$ cat config.mk
export PLATFORM = sky130hd
export DESIGN_NAME = sfa_out_switch
export DESIGN_NICKNAME = d
export VERILOG_FILES = /design/src/rtl/sfa_pkg.sv /design/src/rtl/sfa_axis_skid.sv /design/src/rtl/sfa_out_switch.sv
export SDC_FILE = /design/constraint.sdc
export NUM_CORES = 1
export LEC_CHECK = 0
export ABC_AREA = 1
export BUFFER_PORTS_ARGS = -buffer_cell sky130_fd_sc_hd__buf_2
export CAP_MARGIN = 25
export CORE_MARGIN = 2
export CORE_UTILIZATION = 53
export CTS_CLUSTER_DIAMETER = 100
export DETAILED_ROUTE_END_ITERATION = 8
export PLACE_DENSITY = 0.95
export SLEW_MARGIN = 0
export SYNTH_ARGS = -nofsm -noshare
export SYNTH_HDL_FRONTEND = slang
export SYNTH_SLANG_ARGS = --single-unit
export TNS_END_PERCENT = 10
$ cat constraint.sdc
create_clock -name ACLK -period 3.6 [get_ports ACLK]
set_input_delay 0.18 -clock ACLK [delete_from_list [all_inputs] [get_ports ACLK]]
set_output_delay 0.18 -clock ACLK [all_outputs]
set_load 0.02 [all_outputs]
$ cat src/rtl/sfa_pkg.sv
// sfa_pkg: shared SFA tile types for the input and output switches
package sfa_pkg;
  localparam int DATA_W = 32;
  typedef enum logic [1:0] {DIR_N = 2'd0, DIR_E = 2'd1, DIR_S = 2'd2, DIR_W = 2'd3} sfa_dir_t;
  typedef enum logic {RUN = 1'b0, DRAIN = 1'b1} sw_state_t;
endpackage

$ cat src/rtl/sfa_axis_skid.sv
// sfa_axis_skid: 2-entry head/skid buffer with registered ready and a stall that blocks new accepts
module sfa_axis_skid #(
  parameter int W = 32
) (
  input  logic         clk,
  input  logic         rst,
  input  logic         stall,
  output logic         s_ready,
  input  logic         s_valid,
  input  logic [W-1:0] s_data,
  output logic         m_valid,
  output logic [W-1:0] m_data,
  input  logic         m_ready,
  output logic         empty_next
);
  logic         skid_v, head_n_v, skid_n_v, pop, acc;
  logic [W-1:0] skid_d, head_n_d, skid_n_d;
  always_comb begin
    pop = m_valid && m_ready;
    acc = s_valid && s_ready;
    head_n_v = m_valid;
    head_n_d = m_data;
    skid_n_v = skid_v;
    skid_n_d = skid_d;
    if (pop) begin
      head_n_v = skid_v || acc;
      head_n_d = skid_v ? skid_d : s_data;
      skid_n_v = 1'b0;
    end else if (acc && m_valid) begin
      skid_n_v = 1'b1;
      skid_n_d = s_data;
    end else if (acc) begin
      head_n_v = 1'b1;
      head_n_d = s_data;
    end
    empty_next = !head_n_v && !skid_n_v;
  end
  always_ff @(posedge clk or posedge rst)
    if (rst) begin
      m_valid <= 1'b0;
      skid_v  <= 1'b0;
      s_ready <= 1'b0;
      m_data  <= '0;
      skid_d  <= '0;
    end else begin
      m_valid <= head_n_v;
      skid_v  <= skid_n_v;
      s_ready <= !skid_n_v && !stall;
      m_data  <= head_n_d;
      skid_d  <= skid_n_d;
    end
endmodule

$ cat src/rtl/sfa_out_switch.sv
// sfa_out_switch: fans one AXI-Stream out to N/E/S/W; direction changes wait for the buffer to drain
module sfa_out_switch #(
  parameter int DATA_W = sfa_pkg::DATA_W
) (
  input  logic              ACLK,
  input  logic              ARESET,
  input  logic [1:0]        CONF,
  output logic              si_tready,
  input  logic              si_tvalid,
  input  logic [DATA_W-1:0] si_tdata,
  input  logic              mn_tready,
  input  logic              me_tready,
  input  logic              ms_tready,
  input  logic              mw_tready,
  output logic              mn_tvalid,
  output logic              me_tvalid,
  output logic              ms_tvalid,
  output logic              mw_tvalid,
  output logic [DATA_W-1:0] mn_tdata,
  output logic [DATA_W-1:0] me_tdata,
  output logic [DATA_W-1:0] ms_tdata,
  output logic [DATA_W-1:0] mw_tdata
);
  import sfa_pkg::*;
  sw_state_t         state_q, state_n;
  sfa_dir_t          conf_q, conf_n;
  logic              head_v, empty_next;
  logic [3:0]        m_ready;
  logic [DATA_W-1:0] head_d;
  assign m_ready = {mw_tready, ms_tready, me_tready, mn_tready};
  sfa_axis_skid #(.W(DATA_W)) u_skid (
    .clk       (ACLK),
    .rst       (ARESET),
    .stall     (state_n == DRAIN),
    .s_ready   (si_tready),
    .s_valid   (si_tvalid),
    .s_data    (si_tdata),
    .m_valid   (head_v),
    .m_data    (head_d),
    .m_ready   (m_ready[conf_q]),
    .empty_next(empty_next)
  );
  assign mn_tvalid = head_v && conf_q == DIR_N;
  assign me_tvalid = head_v && conf_q == DIR_E;
  assign ms_tvalid = head_v && conf_q == DIR_S;
  assign mw_tvalid = head_v && conf_q == DIR_W;
  assign mn_tdata  = head_d;
  assign me_tdata  = head_d;
  assign ms_tdata  = head_d;
  assign mw_tdata  = head_d;
  // conf_q only moves once nothing accepted under the old direction remains
  always_comb begin
    state_n = state_q;
    conf_n  = conf_q;
    if (state_q == RUN) state_n = (sfa_dir_t'(CONF) != conf_q) ? DRAIN : RUN;
    else if (empty_next) begin
      state_n = RUN;
      conf_n  = sfa_dir_t'(CONF);
    end
  end
  always_ff @(posedge ACLK or posedge ARESET)
    if (ARESET) begin
      state_q <= RUN;
      conf_q  <= DIR_N;
    end else begin
      state_q <= state_n;
      conf_q  <= conf_n;
    end
endmodule
==> results.toml <==
[clock_tree]
post-cts-setup-buffers = 0
cts_buffers = 9
cts-root-buf = "clkbuf_8"
insertion_delay_ns = 0.34
cts_num_sinks = 70
clock_path_buffers = 2
clkTransAtPathRegs_ns = 0.08
cts_tree = "yes"
htreeDepth = 3

[power_and_ir_drop]
leakage_nw = 2.89
p_per_area_mw_per_mm2 = 333
ir_drop_v = 0.000320

[timing]
fin_hold_ws_ns = 0.0810
slew_headroom_pct = 37.9
clock_skew_ns = 0.00856
fin_crit_ns = 2.49
fmax_ghz = 0.402
rsz0062_at_grt = "false"
finalSetupTns_ns = 0
fin_crit_sh_pct = 69.2
setup_viol = 0
worst_slew_pin_slew_ns = 0.931
hold_viol_final = 0
maxSlewViolCount = 0

[detailed_routing]
dr.pass1.iters = 5
drc = 0
wirelength_microns = 9460
vias_per_cell = 5.14
drt_iter0_drc = 237
ant_nets = 0
post_drt_wl_per_cell_microns = 13.5
num_vias = 3611

[setup_path]
cp-start-kind = "flop"
worstPathArrival_ns = 2.71
worst_ep_required_time_ns = 3.82
critPathKind = "flop to flop"
critical_path.endpoint_type = "flop"
crit_path_max_fanout = 68

[placement]
place.gp.congestion = 0.801
dp_hpwl_microns = 6350
port-buffer-count = 173
post-place-cells = 685

[floorplanning]
core_sq_mm = 0.00781
num_rows = 32
fp.dieArea_sq_mm = 0.00887
die_w_microns = 94.2
ios = 174
die_y_microns = 94.2
initial_utilization_pct = 55.2

[yosys]
yosys_register_bits = 70
yosysTopAreaCell = "dfrtp_1"
yosysWarnings = 0
synth_cell_types = 22
syn_inst = 534
synth_ff_type = "dfrtp_1"
synth_commonest_cells = "nand2_1 (118), buf_4 (102), dfrtp_1 (70)"
ys_top_cells_by_area = "dfrtp_1 (41%), buf_4 (18%), nand2_1 (10%), a21oi_2 (5.7%), nand4_1 (4.6%)"
yosysMostFrequentCell = "nand2_1"
syn-mean-instance-area_sq_um = 8.07
postSynthNetCount = 575
synth_edf_count = 0
synth-async-reset-ratio_pct = 100
synth.cell_area_sq_mm = 0.00431
synth_seq_area_share_pct = 40.6
synth.top_cell.area_share_pct = 40.6

[finish]
finalNetCount = 636
drive_gt1_share_pct = 38.2
fillCellCount = 739
syn_to_final_growth_pct = 7.55
final_cells = 702
diodes = 0

[global_routing]
grt_max_degree = 69
antenna_found_initial = 0
grt_pass1_vias = 3299
grt_overflow = 0
grt_pass1_wl_microns = 15200
grtUsageTotal_pct = 21.6

[min_path]
min_path_type = "primary input to flop"

[flow_run]
maxCapViolCount = 0

[status]
status = "completed"
layer usage:
layer	vias to the layer above	GRT usage (%)	part of all wire, %
met4	0	5.19	1.1
met5	-	0	0
met3	11	6.10	7.4
met1	1696	26.5	40
met2	154	37.7	51
li1	1750	-	-
power breakdown:
part	internal, W	switching, W	total [W]
Clock	0.000408	0.000285	0.000693
Combinational	0.0000230	0.0000436	0.0000667
Sequential	0.000786	0	0.000786
Total	0.00122	0.000329	0.00155
critical path: stages (launching register included):
cell and delay [ns]:
dfrtp_1 0.45, inv_2 0.13, nand2_1 0.07, nand2_1 0.06, nand2_1 0.06, nand2_2 0.10
nand2_4 0.35, o21ai_4 0.36, buf_4 0.49, nand2_1 0.13, inv_1 0.10, a21oi_2 0.05
through the flow:
| step | util, % | total power (W) | setup WS (ns) | cell area, sq um |
|---|---|---|---|---|
| 6_report | 59.4 | 0.00155 | 1.11 | 4640 |
| 5_1_grt | 59.4 | 0.00161 | 0.902 | 4640 |
| 2_1_floorplan | - | 0.000831 | 1.65 | 4310 |
| 3_3_place_gp | 56.5 | 0.000867 | 1.33 | 4410 |
| 3_5_place_dp | 56.5 | 0.000868 | 1.19 | 4410 |
| 4_1_cts | 59.4 | 0.00156 | 1.13 | 4640 |
layout by cell type (no fill, tap or decap), types with 4 or more instances in the layout:
master / count
a21oi_1: 7
nor2_1: 32
nand4_1: 32
dfrtp_1: 70
buf_2: 173
a21oi_2: 28
nand2_1: 118
buf_4: 5
nor3_1: 4
inv_1: 38
nand3_1: 32
clkbuf_8: 10
o21ai_0: 33
worst paths after layout:
check,to,startpoint,cells after the start,slack [ns]
max in group asynchronous,u_skid.skid_d[4]$_DFFE_PP0P_,ARESET,4,2.15
max,u_skid.m_data[17]$_DFFE_PP0P_,conf_q[0]$_DFFE_PP0P_,11,1.11
min reg2reg,u_skid.skid_d[4]$_DFFE_PP0P_,u_skid.skid_d[4]$_DFFE_PP0P_,2,0.47
min in group asynchronous,u_skid.m_data[9]$_DFFE_PP0P_,ARESET,3,0.53
max reg2reg,u_skid.m_data[17]$_DFFE_PP0P_,conf_q[0]$_DFFE_PP0P_,11,1.11
min,u_skid.skid_d[19]$_DFFE_PP0P_,si_tdata[19],3,0.08
cells by family after synthesis:
logic type	Yosys count	synth area share (%)
compound gates	72	11.3
simple gates	223	22.8
flops	70	40.6
buf+inv	169	25.2
flip-flops by register name (all words and copies together), names as in the netlist:
signal,flops
u_skid.m_data,32
u_skid.skid_d,32
conf_q,2
state_q,1
u_skid.m_valid,1
u_skid.s_ready,1
u_skid.skid_v,1
what timing repair did:
item	CTS	global route
gates resized for setup	0	0
endpoints found under the hold margin	6	0
hold buffers	1	0
final cells by class:
type	count	area [sq um]	share of cell area, %
timing repair buffer	179	913	19.7
multi-input combinational	295	1480	31.9
tap	102	128	2.75
inverter	40	150	3.24
clock inverter	4	70.1	1.51
sequential	70	1750	37.8
clock buffer	12	145	3.13
(Power assumes the default switching activity.)
